===== config.mk =====
export PLATFORM = sky130hd
export DESIGN_NAME = seq_mul_unit
export DESIGN_NICKNAME = d
export VERILOG_FILES = /design/src/rtl/mul_pkg.sv /design/src/rtl/seq_mul_dp.sv /design/src/rtl/seq_mul_unit.sv
export SDC_FILE = /design/constraint.sdc
export NUM_CORES = 1
export LEC_CHECK = 0
export BUFFER_PORTS_ARGS = -buffer_cell sky130_fd_sc_hd__buf_2
export CORE_MARGIN = 2
export CORE_UTILIZATION = 25
export DETAILED_ROUTE_END_ITERATION = 8
export GPL_TIMING_DRIVEN = 1
export PLACE_DENSITY = 0.45
export RECOVER_POWER = 25
export SLEW_MARGIN = 10
export SYNTH_ARGS = -nofsm -noshare
export SYNTH_HDL_FRONTEND = slang
export SYNTH_SLANG_ARGS = --single-unit

===== constraint.sdc =====
create_clock -name clk -period 6.3 [get_ports clk]
set_input_delay 1.26 -clock clk [delete_from_list [all_inputs] [get_ports clk]]
set_output_delay 1.26 -clock clk [all_outputs]
set_load 0.03 [all_outputs]

===== src/rtl/mul_pkg.sv =====
`default_nettype none
// ============================================================================
// Module      : mul_pkg
// Description : Shared types and constants for the sequential multiplier:
//               FSM state encoding and the control-unit opcodes that lead
//               to a multiply start.
// Revision    : 1.0 - initial release
// ============================================================================
package mul_pkg;

  // Multiplier controller states
  typedef enum logic [1:0] {
    IDLE = 2'd0,
    RUN  = 2'd1,
    DONE = 2'd2
  } state_t;

  // Opcodes decoded by the control unit to issue start / read the product
  localparam logic [5:0] MUL = 6'b011001;
  localparam logic [5:0] OUT = 6'b111111;

endpackage : mul_pkg
`default_nettype wire


===== src/rtl/seq_mul_dp.sv =====
`default_nettype none
// ============================================================================
// Module      : seq_mul_dp
// Description : Shift-add multiplier datapath. Holds the multiplicand,
//               multiplier and partial-product registers, the 2*WIDTH adder,
//               the operand magnitude logic and the final negate.
//               Signed support is compiled in with the MUL_SIGNED_EN macro.
// Revision    : 1.0 - initial release
// ============================================================================
module seq_mul_dp
  import mul_pkg::*;
#(
  parameter int WIDTH = 32
) (
  input  logic               clk,
  input  logic               reset,
  input  logic               load_i,       // accepted start: capture operands
  input  logic               step_i,       // one shift-add iteration
  input  logic               finish_i,     // capture the final product
  input  logic               signed_op_i,
  input  logic [WIDTH-1:0]   data_a_i,
  input  logic [WIDTH-1:0]   data_b_i,
  output logic [2*WIDTH-1:0] product_o
);

  logic [2*WIDTH-1:0] mcnd_q, mcnd_d;
  logic [WIDTH-1:0]   mpy_q,  mpy_d;
  logic [2*WIDTH-1:0] prod_q, prod_d;
  logic [2*WIDTH-1:0] out_q,  out_d;

  logic [WIDTH-1:0]   w_abs_a;
  logic [WIDTH-1:0]   w_abs_b;
  logic [2*WIDTH-1:0] w_result;

`ifdef MUL_SIGNED_EN
  logic neg_q;
  logic w_neg;

  // Magnitudes as unsigned W-bit values; the most negative input maps to 2^(W-1)
  assign w_abs_a = (signed_op_i && data_a_i[WIDTH-1]) ? (-data_a_i) : data_a_i;
  assign w_abs_b = (signed_op_i && data_b_i[WIDTH-1]) ? (-data_b_i) : data_b_i;
  assign w_neg   = signed_op_i & (data_a_i[WIDTH-1] ^ data_b_i[WIDTH-1]);

  // Negating in full product width keeps a zero product at zero
  assign w_result = neg_q ? (-prod_q) : prod_q;

  // Result sign captured with the operands
  always_ff @(posedge clk) begin
    if (reset) begin
      neg_q <= 1'b0;
    end else if (load_i) begin
      neg_q <= w_neg;
    end
  end
`else
  logic w_unused_signed;

  assign w_abs_a         = data_a_i;
  assign w_abs_b         = data_b_i;
  assign w_result        = prod_q;
  assign w_unused_signed = signed_op_i;
`endif

  // Next-state for operand/product registers: load, iterate or capture
  always_comb begin
    mcnd_d = mcnd_q;
    mpy_d  = mpy_q;
    prod_d = prod_q;
    out_d  = out_q;
    if (load_i) begin
      mcnd_d = {{WIDTH{1'b0}}, w_abs_a};
      mpy_d  = w_abs_b;
      prod_d = '0;
    end else if (step_i) begin
      if (mpy_q[0]) begin
        prod_d = prod_q + mcnd_q;
      end
      mcnd_d = mcnd_q << 1;
      mpy_d  = mpy_q >> 1;
    end
    if (finish_i) begin
      out_d = w_result;
    end
  end

  // Datapath registers
  always_ff @(posedge clk) begin
    if (reset) begin
      mcnd_q <= '0;
      mpy_q  <= '0;
      prod_q <= '0;
      out_q  <= '0;
    end else begin
      mcnd_q <= mcnd_d;
      mpy_q  <= mpy_d;
      prod_q <= prod_d;
      out_q  <= out_d;
    end
  end

  assign product_o = out_q;

endmodule : seq_mul_dp
`default_nettype wire


===== src/rtl/seq_mul_unit.sv =====
`default_nettype none
// ============================================================================
// Module      : seq_mul_unit
// Description : Iterative shift-add multiplier with start/busy/done
//               handshake. Fixed latency of WIDTH+1 cycles from the
//               accepting edge to the done pulse. Unsigned by default;
//               signed two's-complement mode enabled by MUL_SIGNED_EN.
// Revision    : 1.0 - initial release
// ============================================================================
module seq_mul_unit
  import mul_pkg::*;
#(
  parameter int WIDTH = 32,
  parameter int CNT_W = $clog2(WIDTH + 1)
) (
  input  logic               clk,
  input  logic               reset,
  input  logic               start,
  input  logic               signedOp,
  input  logic [WIDTH-1:0]   dataA,
  input  logic [WIDTH-1:0]   dataB,
  output logic               busy,
  output logic               done,
  output logic [2*WIDTH-1:0] dataOut
);

  state_t           state_q;
  logic [CNT_W-1:0] cnt_q;
  logic             busy_q;
  logic             done_q;

  logic w_load;
  logic w_step;
  logic w_finish;

  // Start is only honoured in IDLE; RUN iterates until the counter has
  // drained, then spends one more RUN cycle capturing the result.
  assign w_load   = (state_q == IDLE) && start;
  assign w_step   = (state_q == RUN) && (cnt_q != '0);
  assign w_finish = (state_q == RUN) && (cnt_q == '0);

  // Controller FSM with registered busy/done
  always_ff @(posedge clk) begin
    if (reset) begin
      state_q <= IDLE;
      cnt_q   <= '0;
      busy_q  <= 1'b0;
      done_q  <= 1'b0;
    end else begin
      case (state_q)
        IDLE: begin
          done_q <= 1'b0;
          if (start) begin
            state_q <= RUN;
            cnt_q   <= CNT_W'(WIDTH);
            busy_q  <= 1'b1;
          end
        end
        RUN: begin
          if (cnt_q != '0) begin
            cnt_q <= cnt_q - CNT_W'(1);
          end else begin
            state_q <= DONE;
            done_q  <= 1'b1;
          end
        end
        DONE: begin
          state_q <= IDLE;
          busy_q  <= 1'b0;
          done_q  <= 1'b0;
        end
        default: begin
          state_q <= IDLE;
          busy_q  <= 1'b0;
          done_q  <= 1'b0;
        end
      endcase
    end
  end

  seq_mul_dp #(
    .WIDTH (WIDTH)
  ) u_dp (
    .clk         (clk),
    .reset       (reset),
    .load_i      (w_load),
    .step_i      (w_step),
    .finish_i    (w_finish),
    .signed_op_i (signedOp),
    .data_a_i    (dataA),
    .data_b_i    (dataB),
    .product_o   (dataOut)
  );

  assign busy = busy_q;
  assign done = done_q;

endmodule : seq_mul_unit
`default_nettype wire

# ---- Word-level counts from Yosys, hierarchy flattened
# Cells that the tools add are included.
dict set report op_classes {
  addsub 2
  n_eq_ne 4
  n_mux 12
  n_bitwise 1
  n_reduce_logical 14
}
# op count
set ops {}
lappend ops {{32-bit 2-to-1 mux} 4}
lappend ops {{64-bit adder} 1}
lappend ops {{6-bit 2-to-1 mux} 2}
lappend ops {{6-bit case mux with 2 select lines} 1}
lappend ops {{6-bit zero test} 1}
lappend ops {{2-bit AND reduction} 3}
lappend ops {{6-bit nonzero test} 1}
lappend ops {{6-bit by 1-bit subtractor with 6-bit output (second input constant)} 1}
lappend ops {{2-bit 2-to-1 mux} 2}
lappend ops {{2-bit != test (second input constant)} 2}
lappend ops {{2-bit case mux with 2 select lines} 1}
lappend ops {{2-bit nonzero test} 2}
lappend ops {{2-bit OR reduction} 2}
lappend ops {{1-bit logical AND} 3}
lappend ops {{3-bit AND reduction} 1}
lappend ops {{2-bit by 1-bit == test with 1-bit output (second input constant)} 1}
lappend ops {{2-bit zero test} 1}
lappend ops {{2-bit by 1-bit != test with 1-bit output (second input constant)} 1}
lappend ops {{1-bit case mux with 2 select lines} 1}
lappend ops {{1-bit 2-to-1 mux} 1}
lappend ops {{1-bit inverter} 1}
dict set report totals {
  register_bits 234
  input_bits 68
  elab_cells 42
}

# ---- Logic depth before layout (Yosys ltp)
# Gate-level depths: netlist of the first run.
dict set report logic_depth {
  word_depth 4
  depth_mapped 12
  ltp_nobuf 12
}

# ---- Hierarchy
# Synthesis of the first run repeated with hierarchy kept, for this count alone.
dict set report hier_totals {
  cells_unflattened 1514
  area_unflattened_um2 12587.1
}
# module instances cells_per_inst area_each_um2 seq_area_each_um2
set modules_own_cells {}
lappend modules_own_cells {seq_mul_dp 1 1461 12095.4 4484.3}
lappend modules_own_cells {seq_mul_unit 1 53 491.7 200.2}

# ---- Worst setup path before layout of the first run
# Ideal clock, no wire load.
dict set report synth_path {
  path_type {register -> register}
  start {reg u_dp.prod_q[7]}
  end {reg u_dp.prod_q[57]}
  arrival_time_ps 3011
  slack_ps 3172
  stages_incl_launch_ff 12
  n_path_buf 0
  synth_period_minus_slack_ps 3128
  cell_sequence {dfxtp_1 -> ha_1 -> and2_4 -> nand3_1 -> or4b_4 -> a311o_1 -> nand2_2 -> a21oi_2 -> o41ai_4 -> a21oi_1 -> or3b_1 -> a32o_1}
}
dict set report synth_via {
  elab_chain_len 1
}
# item line_no
set synth_lines {}
lappend synth_lines {{from (decl)} seq_mul_dp.sv:28} ;# logic [2*WIDTH-1:0] prod_q, prod_d;
lappend synth_lines {{from (signal assigned)} seq_mul_dp.sv:96} ;# prod_q <= prod_d;
lappend synth_lines {{64-bit adder} seq_mul_dp.sv:76} ;# prod_d = prod_q + mcnd_q;
# No other way between the ends.
# A chain may end at the register's enable or synchronous reset.

# ---- Worst setup path after layout of the first run
dict set report layout_path {
  start {reg cnt_q[1]}
  end {reg cnt_q[5]}
}
dict set report layout_via {
  elab_chain_len 3
}
# item line_no
set layout_lines {}
lappend layout_lines {{from (decl)} seq_mul_unit.sv:28} ;# logic [CNT_W-1:0] cnt_q;
lappend layout_lines {{from (signal assigned)} seq_mul_unit.sv:55} ;# cnt_q <= CNT_W'(WIDTH);
lappend layout_lines {{from (signal assigned)} seq_mul_unit.sv:61} ;# cnt_q <= cnt_q - CNT_W'(1);
lappend layout_lines {{6-bit by 1-bit subtractor with 6-bit output / 6-bit nonzero test (equally long branches)} {seq_mul_unit.sv:61, seq_mul_unit.sv:60}}
lappend layout_lines {{6-bit 2-to-1 mux / 2-bit by 1-bit != test with 1-bit output (equally long branches)} n/a}
lappend layout_lines {{6-bit case mux with 2 select lines / 3-bit AND reduction (equally long branches)} n/a}
# Parallel ways exist; a longest one is shown, timed or not. The select of a mux whose other input is x is not followed.

==> results of run 1 <==
synthesized netlist by cell type, types with 5 or more instances:
cell type and number:
sky130_fd_sc_hd__clkbuf_1 104, sky130_fd_sc_hd__o21bai_1 19, sky130_fd_sc_hd__nand4_1 17, sky130_fd_sc_hd__a211oi_1 15, sky130_fd_sc_hd__buf_1 7, sky130_fd_sc_hd__and3_1 6, sky130_fd_sc_hd__a21o_1 38, sky130_fd_sc_hd__dfxtp_1 234
sky130_fd_sc_hd__xnor2_1 34, sky130_fd_sc_hd__nand2_1 458, sky130_fd_sc_hd__nor2_1 122, sky130_fd_sc_hd__inv_1 21, sky130_fd_sc_hd__nand2b_1 5, sky130_fd_sc_hd__nor2b_1 6, sky130_fd_sc_hd__xor2_1 21, sky130_fd_sc_hd__a21oi_1 208
sky130_fd_sc_hd__o21a_1 8, sky130_fd_sc_hd__nand3_1 22, sky130_fd_sc_hd__nor3_1 22, sky130_fd_sc_hd__a311oi_1 63, sky130_fd_sc_hd__o21ai_0 55, sky130_fd_sc_hd__ha_1 65, sky130_fd_sc_hd__a31oi_1 18
placed cells by master, fill, tap and decap left out, types with 27 or more instances in the layout:
cell                          n
sky130_fd_sc_hd__a21o_1      38
sky130_fd_sc_hd__a21oi_1    208
sky130_fd_sc_hd__a311oi_1    63
sky130_fd_sc_hd__buf_2       72
sky130_fd_sc_hd__clkbuf_1    63
sky130_fd_sc_hd__clkbuf_16   27
sky130_fd_sc_hd__dfxtp_1    234
sky130_fd_sc_hd__ha_1        65
sky130_fd_sc_hd__nand2_1    456
sky130_fd_sc_hd__nor2_1     121
sky130_fd_sc_hd__o21ai_0     55
sky130_fd_sc_hd__xnor2_1     34
power by group:
group / internal, W / leakage (nW) / switching [W]
registers: 0.00156 / 1.90 / 0.0000632
clock network: 0.000959 / 0.443 / 0.000663
logic: 0.000162 / 3.00 / 0.000423
layout make-up:
class                           instances  area (um2)
Clock buffer                           38         797
Clock inverter                         10         111
Fill cell                            5399       34400
Inverter                               21        78.8
Multi-Input combinational cell       1280        7150
Sequential cell                       234        4680
Tap cell                              664         831
Timing Repair Buffer                  142         661
state kept, by name (all words and copies together), names as in the netlist:
register and flops:
u_dp.prod_q 64, u_dp.product_o 64, u_dp.mpy_q 32, state_q 2, cnt_q 6, done 1
busy 1, u_dp.mcnd_q 64
layer usage:
metal  vias to the layer above  GRT usage (%)  wire length (um)
li1                       5861              -                 -
met1                      5400           20.7             19100
met4                         2           3.97               797
met5                         -              0                 8
met2                       174           23.2             16800
met3                        42           2.51              1660
cells by family (layout without fill, tap and decap cells):
group | Yosys count | count (layout) | share of synthesized area (%)
XOR/XNOR | 55 | 55 | 3.91
AO/OA/AOI/OAI | 466 | 466 | 23.9
multiplexers | 4 | 4 | 0.335
buffers and inverters | 132 | 211 | 4.02
flip-flops | 234 | 234 | 38.0
adder cells (fa/ha/maj) | 66 | 66 | 6.76
AND/OR/NAND/NOR | 689 | 689 | 23.1
worst reg2reg max path, stage by stage, from the launching register on:
cell	delay (ns)
sky130_fd_sc_hd__dfxtp_1	0.37
sky130_fd_sc_hd__inv_1	0.09
sky130_fd_sc_hd__ha_1	0.19
sky130_fd_sc_hd__and3b_1	0.20
sky130_fd_sc_hd__nor2_1	1.81
sky130_fd_sc_hd__buf_4	0.89
sky130_fd_sc_hd__nand4_1	0.20
sky130_fd_sc_hd__xor2_1	0.17
sky130_fd_sc_hd__a21oi_1	0.08
worst paths after layout:
check                           from            endpoint  slack [ns]
setup / recovery            cnt_q[1]            cnt_q[5]        2.15
hold reg to reg   u_dp.product_o[54]  u_dp.product_o[54]        0.45
setup reg to reg            cnt_q[1]            cnt_q[5]        2.15
hold / removal    u_dp.product_o[54]  u_dp.product_o[54]        0.45
stage by stage:
step | area (um2) | hold slack (ns) | setup WS [ns]
2_1_floorplan | 12300 | 0.446 | 3.17
3_3_place_gp | 13500 | 0.443 | 2.40
3_5_place_dp | 13500 | 0.445 | 2.34
4_1_cts | 14400 | 0.453 | 2.38
5_1_grt | 14300 | 0.470 | 1.85
6_report | 14300 | 0.453 | 2.15
==> reports/results.env, run 1 <==
STATUS='finished, violations left'
VIOLATIONS='capacitance limit, slew limit'
DETAILEDROUTE.FIRSTITERATIONVIOLATIONS=526
NETS=1840
NUM_VIAS=11500
MIN-DELAY-PATH-CLASS='flip-flop to flip-flop'
POST_CTS_RESIZED=0
UNREPAIRED_SETUP_ENDPOINTS_AFTER_GLOBAL_ROUTING='false'
POST_ROUTE_CELLS_DRIVE_ABOVE_1_SHARE_PCT=8.00
HOLD_VIOLATIONS=0
CRITICAL_PATH.MAX_FANOUT=67
TOTAL_POWER_W=0.00383
CRITPATHREQUIREDTIME_NS=6.70
PWR_DENSITY_CELL_nW_PER_UM2=267
PORTION_OF_THE_CLOCK_CYCLE_CONSUMED_BY_THE_WORST_PATH_IN_THE_FINAL_LAYOUT_PCT=65.8
SYNTH.YOSYS.SEQ_AREA_SHARE_PCT=38.0
CELL_TYPE_OF_THE_SLOWEST_STAGE_ON_THE_WORST_TIMING_PATH='sky130_fd_sc_hd__nor2_1'
CLK_PIN_SLEW_NS=0.06
NUMBER_OF_GLOBAL_ROUTE_VIAS_BEFORE_REPAIR=11200
CRITPATHLAUNCHTYPE='flip-flop'
SYN_INST=1646
FINAL.SETUP_SKEW_NS=0.0167
REG2REGPATHDEPTH=8
STD_CELL_ROWS=81
WORST_EP_ARRIVAL_TIME_NS=4.55
SYNTH.CELL_AREA_UM2=12300
CLOCK_PATH_BUFFERS=3
MAXSLEWVIOLCOUNT=60
FMAXACHIEVABLE_MHz=241
POST_LAYOUT_NONFILLER_INSTANCES=2389
CRITPATHBUFINV=2
MAXIMUM_NUMBER_OF_PINS_ON_ONE_NET_BEFORE_GLOBAL_ROUTE_REPAIR=101
GRT_USE_TOTAL_PCT=14.7
COUNT_OF_BUFFERS_INSERTED_AT_THE_TOP_LEVEL_PORTS=132
MIN_DELAY_PATH_DEPTH=2
WIRE_PER_INST_UM=16.0
SYNTH-WARNING-COUNT=0
CELLLEAKAGEPOWER_nW=5.35
DIE_AREA_UM2=51100
POST-SYNTH-TOP-AREA-FRACTION_PCT=38.0
LAYOUT_MIN_CYCLE_TIME_NS=4.15
WORSTSETUPPATHTYPE='flip-flop to flip-flop'
PATH_CELLS='inv_1 -> ha_1 -> and3b_1 -> nor2_1 -> buf_4 -> nand4_1 -> xor2_1 -> a21oi_1'
TOTAL_INSERTED_ANTENNA_CELLS=0
GRT_REMAINING_OVERFLOW=0
FINAL.SETUP.TNS_NS=0
CLK_ROOT_BUFFER_CELL='sky130_fd_sc_hd__clkbuf_16'
CTS.HOLD.BUFFERS_ADDED=0
VIAS_PER_CELL=4.80
NUMPLACEDINSTANCES=2341
ASYNCSETRESETFLOPFRACSYNTH_PCT=0
STARTING_UTILIZATION_OF_THE_CORE_AREA_PCT=25.3
CTS.SINK_COUNT=234
FINAL-SETUP-VIOL-COUNT=0
CELL_DEPTH_OF_THE_WORST_SETUP_PATH=8
DIE_W_UM=226
GRT_FIRST_PASS_WIRELENGTH_MM=61.1
SYNTH_SEQ_CELLS=234
AVGSYNTHCELLAREA_UM2=7.49
LAYOUT.CORE_UTILIZATION_PCT=29.4
YOSYSUNIQUECELLTYPES=66
DRC=0
CTS-BUFFERS-INSERTED=27
WORST_PIN_SLEW_NS=2.45
CLK-INSERTION-DELAY-LATE_NS=0.56
POWER.IR.VDD_WORST_mV=0.180
CRITICAL-PATH-TOP-DELAY-FAMILY='simple AND/OR/NAND/NOR gates'
IO_PINS=134
CTS.REPAIR_TIMING.SETUP_BUFFER_COUNT=0
CRITPATHMAXSTAGEDELAY_NS=1.81
DR.PASS1.ITERS=5
YOSYSTOPAREACELL='sky130_fd_sc_hd__dfxtp_1'
SYNTHTOLAYOUTAREAGROWTH_PCT=16.2
POSTSYNTHNETCOUNT=1780
HPWLAFTERDP_MM=26.9
CLOCK_TREE.HTREE_LEVEL_COUNT=1
TIMING.MAX_CAP.VIOLATIONS=2
WL_MM=38.3
DIE_Y_UM=226
END_KIND='flip-flop'
ANTENNA_LEFT=0
YS.FLOP_TYPE='sky130_fd_sc_hd__dfxtp_1'
GLOBALPLACE.CONGESTION=0.830
TRITONCTS='done'
SYNTH_TOP_CELLS_BY_AREA='sky130_fd_sc_hd__dfxtp_1, sky130_fd_sc_hd__nand2_1, sky130_fd_sc_hd__a21oi_1'
CORE_AREA_UM2=48700
ANTENNA_FOUND_INITIAL=2
WORST_SLEW_MARGIN_REL_PCT=-64.2
POST_SYNTH_EDFFS=0
Note: power is estimated with default switching activity, not from simulation.
==> inputs of run 2 (changes only) <==
- ABC_AREA: unset -> 1
- PLACE_DENSITY: 0.45 -> 0.46
- clock period: 6.3 -> 3.8 ns (I/O delays scaled with it)
==> run 2 against run 1 <==
  * The run now ends clean
  * Synthesized cell count up 45%
  * Sequential share of layout area down 4.6 points
  * Utilization decreased by 0.50 points
  * Die area up 18%
  * Hold slack about the same
  * Via count grew 25%
  * Maximum frequency grew 51%
  * Clock power grew 64%
  * Non-clock buffer count increased by 1
==> reports/results.env, run 2 <==
CRITPATHREQUIREDTIME_NS=4.26  # -2.44 ns
GLOBALPLACE.CONGESTION=0.881  # +6.1%
TOTAL_POWER_W=0.00688  # +80%
POSTSYNTHNETCOUNT=2523  # +42%
MAXSLEWVIOLCOUNT=0  # -100%
GRT_USE_TOTAL_PCT=16.2  # +1.5 points
POST_ROUTE_CELLS_DRIVE_ABOVE_1_SHARE_PCT=6.18  # -1.8 points
CLK_PIN_SLEW_NS=0.06  # about the same
COUNT_OF_BUFFERS_INSERTED_AT_THE_TOP_LEVEL_PORTS=132  # unchanged
POWER.IR.VDD_WORST_mV=0.309  # +71%
CTS.HOLD.BUFFERS_ADDED=0  # unchanged
LAYOUT_MIN_CYCLE_TIME_NS=2.74  # -1.40 ns
PLACEMENT.SETUP.WORST_SLACK_NS=1.17  # -1.17 ns
WIRE_PER_INST_UM=15.0  # -6.3%
POST_SYNTH_EDFFS=0  # unchanged
CLK_ROOT_BUFFER_CELL='sky130_fd_sc_hd__clkbuf_16'
ASYNCSETRESETFLOPFRACSYNTH_PCT=0  # unchanged
GRT_REMAINING_OVERFLOW=0  # unchanged
SYNTH.CELL_AREA_UM2=14600  # +18%
POST_SYNTH_FA_HA_MAJ_AREA_FRACTION_PCT=5.72  # -1.0 points
WL_MM=49.0  # +28%
TRITONCTS='done'
YS.FLOP_TYPE='sky130_fd_sc_hd__dfxtp_1'
IO_PINS=134  # unchanged
SYNTH_SIMPLE_GATE_AREA_SHARE_PCT=33.8  # +11 points
SYNTH_MUX_AREA_SHARE_PCT=0  # -0.34 points
STD_CELL_ROWS=88  # +8.6%
SYNTH.YOSYS.SEQ_AREA_SHARE_PCT=32.2  # -5.9 points
DIE_W_UM=245  # +8.6%
POST_CTS_RESIZED=0  # unchanged
CTS.SINK_COUNT=234  # unchanged
POST-SYNTH-TOP-COUNT-CELL='sky130_fd_sc_hd__nand2_1'
ANTENNA_FOUND_INITIAL=0  # -2
WORST_SLACK_NS=1.06  # -1.10 ns
CORE_AREA_UM2=57700  # +18%
DETAILEDROUTE.FIRSTITERATIONVIOLATIONS=857  # +63%
UNREPAIRED_SETUP_ENDPOINTS_AFTER_GLOBAL_ROUTING='false'
FINAL.SETUP_SKEW_NS=0.00780  # -0.00894 ns
SYNTH-WARNING-COUNT=0  # unchanged
CRITICAL_PATH.MAX_FANOUT=82  # +22%
LAYOUT_COMMON_CELLS='sky130_fd_sc_hd__nand2_1, sky130_fd_sc_hd__inv_1, sky130_fd_sc_hd__nor2_1'
MOSTFREQUENTLAYOUTCELL='sky130_fd_sc_hd__nand2_1'
WORSTSETUPPATHTYPE='flip-flop to flip-flop'
STATUS='finished clean'
POST-SYNTH-TOP-AREA-FRACTION_PCT=32.2  # -5.9 points
FINAL-SETUP-VIOL-COUNT=0  # unchanged
ANTENNA_LEFT=0  # unchanged
MAXIMUM_NUMBER_OF_PINS_ON_ONE_NET_BEFORE_GLOBAL_ROUTE_REPAIR=95  # -5.9%
CLK-INSERTION-DELAY-LATE_NS=0.57  # about the same
HOLD-WORST-SLACK_NS=0.454  # +0.000107 ns
CRITPATHLAUNCHTYPE='flip-flop'
AVGSYNTHCELLAREA_UM2=6.10  # -19%
CTS.REPAIR_TIMING.SETUP_BUFFER_COUNT=0  # unchanged
WORST_SLEW_MARGIN_REL_PCT=28.6  # +93 points
NUM_VIAS=14300  # +25%
SYNTHTOLAYOUTAREAGROWTH_PCT=14.4
YOSYSTOPAREACELL='sky130_fd_sc_hd__dfxtp_1'
DIE_AREA_UM2=60200  # +18%
DIE_Y_UM=245  # +8.6%
VIAS_PER_CELL=4.40  # -8.5%
DR.PASS1.ITERS=5  # unchanged
NUMBER_OF_GLOBAL_ROUTE_VIAS_BEFORE_REPAIR=13900  # +24%
SYNTH_COMPOUND_GATE_AREA_SHARE_PCT=13.1  # -11 points
NETS=2611  # +42%
CELLLEAKAGEPOWER_nW=8.42  # +58%
PORTION_OF_THE_CLOCK_CYCLE_CONSUMED_BY_THE_WORST_PATH_IN_THE_FINAL_LAYOUT_PCT=72.2  # +6.4 points
STARTING_UTILIZATION_OF_THE_CORE_AREA_PCT=25.2  # -0.035 points
TIMING.MAX_CAP.VIOLATIONS=0  # -2
WORST_PIN_SLEW_NS=1.07  # -1.38 ns
CLOCK_TREE.HTREE_LEVEL_COUNT=1  # unchanged
END_KIND='flip-flop'
SYNTH_TOP_CELLS_BY_AREA='sky130_fd_sc_hd__dfxtp_1, sky130_fd_sc_hd__nand2_1, sky130_fd_sc_hd__inv_1'
HPWLAFTERDP_MM=37.8  # +40%
WORST_EP_ARRIVAL_TIME_NS=3.21  # -1.34 ns
SYN_INST=2389  # +45%
CTS-BUFFERS-INSERTED=27  # unchanged
FMAXACHIEVABLE_MHz=364  # +51%
CLOCK_PATH_BUFFERS=3  # unchanged
FINAL.SETUP.TNS_NS=0  # unchanged
SYNTH_TOP_FAMILY_BY_AREA='simple AND/OR/NAND/NOR gates'
TOTAL_INSERTED_ANTENNA_CELLS=0  # unchanged
DRC=0  # unchanged
YOSYSUNIQUECELLTYPES=36  # -45%
YOSYS.AREA_SHARE.XOR_XNOR_PCT=1.68  # -2.2 points
SYNTH_SEQ_CELLS=234  # unchanged
PWR_DENSITY_CELL_nW_PER_UM2=413  # +54%
GRT_FIRST_PASS_WIRELENGTH_MM=78.0  # +28%
MIN-DELAY-PATH-CLASS='input port to flip-flop'
HOLD_VIOLATIONS=0  # unchanged
SYNTHTOPCELLSBYCOUNT='sky130_fd_sc_hd__nand2_1, sky130_fd_sc_hd__inv_1, sky130_fd_sc_hd__nor2_1'
-- run 2: changes by cell type after synthesis, moves of 57 or more --
| cell | previous run | this run |
|---|---|---|
| sky130_fd_sc_hd__a21oi_1 | 208 | 106 |
| sky130_fd_sc_hd__a311oi_1 | 63 | 0 |
| sky130_fd_sc_hd__clkbuf_1 | 104 | 47 |
| sky130_fd_sc_hd__inv_1 | 21 | 409 |
| sky130_fd_sc_hd__nand2_1 | 458 | 757 |
| sky130_fd_sc_hd__nand3_1 | 22 | 130 |
| sky130_fd_sc_hd__nor2_1 | 122 | 270 |
| sky130_fd_sc_hd__o21ai_0 | 55 | 130 |
-- run 2: logic make-up (layout without fill, tap and decap cells) --
family,count (synthesis),in the layout
simple gates,1215,1215
buf+inv,500,604
compound gates,346,346
flops,234,234
fa+ha+maj,66,66
xor+xnor,28,28
-- run 2: metrics by stage --
stage	instance area, um2	instances	utilization, %
finish	16700	3258	28.9
global route	16700	3258	28.9
CTS	16800	3258	29.1
detailed placement	15900	3213	27.5
global placement	15900	3213	27.5
floorplan	14600	2389	-
-- run 2: final cells by class --
type	instances	area [um2]
repair buffers	143	654
fillers	6641	41000
clock inverters	8	133
multi-input cells	1655	7910
flip-flops and latches	234	4680
inverters	416	1570
well taps	765	957
clock buffers	37	753
-- run 2: power breakdown --
group | internal, W | switching [W] | total [W] | leakage (nW)
Combinational | 0.000380 | 0.00101 | 0.00139 | 6.09
Clock | 0.00158 | 0.00106 | 0.00265 | 0.433
Sequential | 0.00269 | 0.000151 | 0.00285 | 1.90
-- run 2: routing by layer --
metal	track usage, %	vias up	share of wire, %
met3	1.66	45	3.0
li1	-	7579	-
met1	22.1	6511	49
met5	0	-	0
met4	3.32	0	1.8
met2	27.6	184	46
-- run 2: final timing paths --
kind	startpoint	end	slack, ns	cells past startpoint
min	dataB[31]	u_dp.mpy_q[31]	0.45	3
min reg2reg	done	done	0.45	2
max	cnt_q[0]	u_dp.prod_q[51]	1.06	10
max reg2reg	cnt_q[0]	u_dp.prod_q[51]	1.06	10
-- run 2: critical path, cell delays in order, from the launching register on --
cell and delay (ns):
sky130_fd_sc_hd__dfxtp_1 0.32, sky130_fd_sc_hd__inv_1 0.08, sky130_fd_sc_hd__ha_1 0.21, sky130_fd_sc_hd__nand4_1 0.25
sky130_fd_sc_hd__nand2_4 0.30, sky130_fd_sc_hd__inv_1 0.17, sky130_fd_sc_hd__nand2_1 0.11, sky130_fd_sc_hd__inv_4 0.61
sky130_fd_sc_hd__nand3_1 0.28, sky130_fd_sc_hd__nand2_1 0.12, sky130_fd_sc_hd__inv_1 0.04
==> inputs of run 3 (changes only) <==
- ABC_AREA: 1 -> 0
- clock period: 3.8 -> 2.35 ns (I/O delays scaled with it)
==> run 3 against run 2 <==
  * The run now ends with capacitance limit, slew limit, setup timing left
  * Maximum frequency fell by 11%
  * Power rose by 60%
  * Final cell count fell by 15%
  * Via count fell by 9.7%
  * Highest routed layer unchanged
  * Critical path depth rose by 2
  * Routed wire length fell by 13%
  * Flip-flop and latch count did not move
  * Combinational power rose by 59%
  * Clock skew rose by 0.019 ns
  * First-iteration DRC count fell by 40%
  * Clock power rose by 69%
==> reports/results.env, run 3 (synthesis results as in run 1) <==
STATUS='finished, violations left'
VIOLATIONS='capacitance limit, slew limit, setup timing'
WORST_EP_ARRIVAL_TIME_NS=3.55  # +0.34 ns
DIE_AREA_UM2=51100  # -15%
POWER.NET_SWITCHING_W=0.00335  # +51%
POST_ROUTE_CELLS_DRIVE_ABOVE_1_SHARE_PCT=30.5  # +24 points
DRC=0  # unchanged
PATH_CELLS='ha_4 -> and2_4 -> nand3_2 -> or4b_4 -> a311o_1 -> nand2_2 -> a21oi_4 -> o41ai_4 -> buf_4 -> a21oi_1 -> or3b_1 -> a32o_1'
DR.PASS1.ITERS=4  # -1
GRT_REMAINING_OVERFLOW=0  # unchanged
POWER.IR.VDD_WORST_mV=0.514  # +67%
DIE_Y_UM=226  # -7.9%
DR_WL_MET3_MM=1.94  # +32%
WIRE_PER_INST_UM=15.4  # +2.7%
FINISH.INSTANCE_AREA_UM2=18300  # +9.8%
WORST_SLACK_NS=-0.743  # -1.80 ns
CRITICAL_PATH.REG2REG.STARTPOINT='u_dp.prod_q[7]'
CRITPATHMAXSTAGEDELAY_NS=0.54  # -0.07 ns
COUNT_OF_BUFFERS_INSERTED_AT_THE_TOP_LEVEL_PORTS=132  # unchanged
ROUTED.TOP_LAYER='met4'
PORTION_OF_THE_CLOCK_CYCLE_CONSUMED_BY_THE_WORST_PATH_IN_THE_FINAL_LAYOUT_PCT=132  # +59 points
CELL_TYPE_OF_THE_SLOWEST_STAGE_ON_THE_WORST_TIMING_PATH='sky130_fd_sc_hd__or4b_4'
CTS-BUFFERS-INSERTED=29  # +7.4%
CRIT_START='u_dp.prod_q[7]'
MOSTFREQUENTLAYOUTCELL='sky130_fd_sc_hd__nand2_1'
ANTENNA_LEFT=0  # unchanged
LAYOUT_MIN_CYCLE_TIME_NS=3.09  # +0.348 ns
SEQUENTIALPOWERSHARE_PCT=39.3  # -2.1 points
WL_MM=42.6  # -13%
CTS.HOLD.BUFFERS_ADDED=0  # unchanged
WIRELENGTH_MET1_MM=21.1  # -13%
CRITICAL_PATH.MAX_FANOUT=3  # -96%
WORSTSETUPPATHTYPE='flip-flop to flip-flop'
CTS.SINK_COUNT=234  # unchanged
POWER_FRAC_COMB_PCT=20.1  # about the same
MULTI_INPUT_COMB_AREA_UM2=8100  # +2.4%
CRITPATHREQUIREDTIME_NS=2.80  # -1.46 ns
FINAL-SETUP-VIOL-COUNT=53  # +53
GRT_FIRST_PASS_WIRELENGTH_MM=67.4  # -14%
SYNTHTOLAYOUTAREAGROWTH_PCT=48.4
WORST_SLEW_MARGIN_REL_PCT=-6.67  # -35 points
CELLINTERNALPOWER_W=0.00767  # +65%
ANTENNA_FOUND_INITIAL=1  # +1
END_KIND='flip-flop'
MET2WIRELENGTH_MM=18.9  # -16%
CLOCK_PATH_BUFFERS=3  # unchanged
POWER_SWITCHING_SHARE_PCT=30.4  # -1.9 points
WORST_PIN_SLEW_NS=1.60  # +0.529 ns
DIE_W_UM=226  # -7.9%
NUM_VIAS=12900  # -9.7%
CLK_PIN_SLEW_NS=0.06  # about the same
GRT_USE_TOTAL_PCT=16.2  # +0.035 points
CELLLEAKAGEPOWER_nW=7.60  # -9.8%
P_CLK_SHARE_PCT=40.6  # +2.1 points
MAXSLEWVIOLCOUNT=135  # +135
CORE_AREA_UM2=48700  # -16%
TIMING.MAX_CAP.VIOLATIONS=1  # +1
CLK-INSERTION-DELAY-LATE_NS=0.59  # +0.02 ns
REGAREA_UM2=4710  # +0.45%
FINAL.SETUP.TNS_NS=-22.18  # -22.18 ns
TRITONCTS='done'
DETAILEDROUTE.FIRSTITERATIONVIOLATIONS=510  # -40%
LAYOUT_COMMON_CELLS='sky130_fd_sc_hd__nand2_1, sky130_fd_sc_hd__buf_4, sky130_fd_sc_hd__dfxtp_1'
MAXIMUM_NUMBER_OF_PINS_ON_ONE_NET_BEFORE_GLOBAL_ROUTE_REPAIR=135  # +42%
GLOBALPLACE.CONGESTION=0.879  # -0.22%
FMAXACHIEVABLE_MHz=323  # -11%
UNREPAIRED_SETUP_ENDPOINTS_AFTER_GLOBAL_ROUTING='true'
COUNT_OF_FILL_CELLS_ADDED_DURING_FILLER_INSERTION=5143  # -23%
WORST_CASE_REGISTER_TO_REGISTER_SETUP_SLACK_NS=-0.74  # -1.80 ns
PWR_DENSITY_CELL_nW_PER_UM2=602  # +46%
NUMBER_OF_GLOBAL_ROUTE_VIAS_BEFORE_REPAIR=12600  # -9.3%
STD_CELL_ROWS=81  # -8.0%
CRITPATHLAUNCHTYPE='flip-flop'
CLOCK_TREE.HTREE_LEVEL_COUNT=1  # unchanged
NETS=2207  # -15%
MIN-DELAY-PATH-CLASS='input port to flip-flop'
HPWLAFTERDP_MM=30.8  # -19%
HP-START='dataB[31]'
HOLD_VIOLATIONS=0  # unchanged
STARTING_UTILIZATION_OF_THE_CORE_AREA_PCT=25.3  # +0.035 points
VIAS_PER_CELL=4.69  # +6.7%
IO_PINS=134  # unchanged
POSTPLACECELLAREA_UM2=16300  # +3.0%
FINAL.SETUP_SKEW_NS=0.0265  # +0.0187 ns
CLK_ROOT_BUFFER_CELL='sky130_fd_sc_hd__clkbuf_16'
run 3: cell count changes in the layout (fill, tap and decap cells not counted), moves of 17 or more:
| cell | delta |
|---|---|
| sky130_fd_sc_hd__a21o_1 | +38 |
| sky130_fd_sc_hd__a21oi_1 | +84 |
| sky130_fd_sc_hd__a21oi_2 | +17 |
| sky130_fd_sc_hd__a311oi_1 | +63 |
| sky130_fd_sc_hd__a31oi_1 | -54 |
| sky130_fd_sc_hd__buf_4 | +329 |
| sky130_fd_sc_hd__buf_6 | +25 |
| sky130_fd_sc_hd__inv_1 | -388 |
| sky130_fd_sc_hd__nand2_1 | -310 |
| sky130_fd_sc_hd__nand3_1 | -113 |
| sky130_fd_sc_hd__nor2_1 | -155 |
| sky130_fd_sc_hd__o21ai_0 | -100 |
run 3: power by group through the flow:
stage | logic [W] | clock network [W] | registers, W
global placement | 0.00212 | 0 | 0.00440
global route | 0.00244 | 0.00478 | 0.00436
floorplan | 0.00119 | 0 | 0.00439
finish | 0.00221 | 0.00447 | 0.00433
CTS | 0.00220 | 0.00462 | 0.00433
detailed placement | 0.00214 | 0 | 0.00441
run 3: layout make-up:
type | instances | share of cell area, %
tap | 664 | 4.54
inverter | 21 | 0.431
antenna | 1 | 0.0137
sequential | 234 | 25.7
clock buffer | 39 | 4.39
multi-input combinational | 1280 | 44.3
timing repair buffer | 507 | 19.8
clock inverter | 14 | 0.753
run 3: worst paths after layout:
path / endpoint / cells after the start
worst max-delay path: u_dp.prod_q[57] / 12
worst min-delay path: u_dp.mpy_q[31] / 3
worst max register to register: u_dp.prod_q[57] / 12
worst min register to register: u_dp.product_o[23] / 2
run 3: metal layers:
layer	vias to the layer above	global-route usage [%]
li1	6605	-
met1	6076	23.0
met2	204	25.6
met3	52	2.59
met4	0	3.78
met5	-	0
run 3: per-stage QoR:
stage | hold WS, ns | utilization, % | setup slack (ns) | total power [W] | instances
CTS | 0.105 | 36.9 | -0.759 | 0.0111 | 2749
detailed placement | 0.444 | 33.5 | -0.813 | 0.00655 | 2679
global route | 0.140 | 37.5 | -0.921 | 0.0116 | 2760
floorplan | 0.443 | - | -0.657 | 0.00558 | 1646
finish | 0.140 | 37.5 | -0.743 | 0.0110 | 2760
global placement | 0.442 | 33.5 | -0.789 | 0.00653 | 2679
run 3: repair_timing:
action	4_1_cts	5_1_grt
resized for setup	119	66
pin swaps	47	63
setup buffers	20	22
gates cloned	0	0
setup endpoints to repair	49	57
run 3: critical path, delay by kind of cell (launching register included):
family | cells | cell delay [ns]
fa+ha+maj | 1 | 0.26
simple gates | 5 | 1.26
compound gates | 5 | 0.94
flops | 1 | 0.33
buf+inv | 1 | 0.18
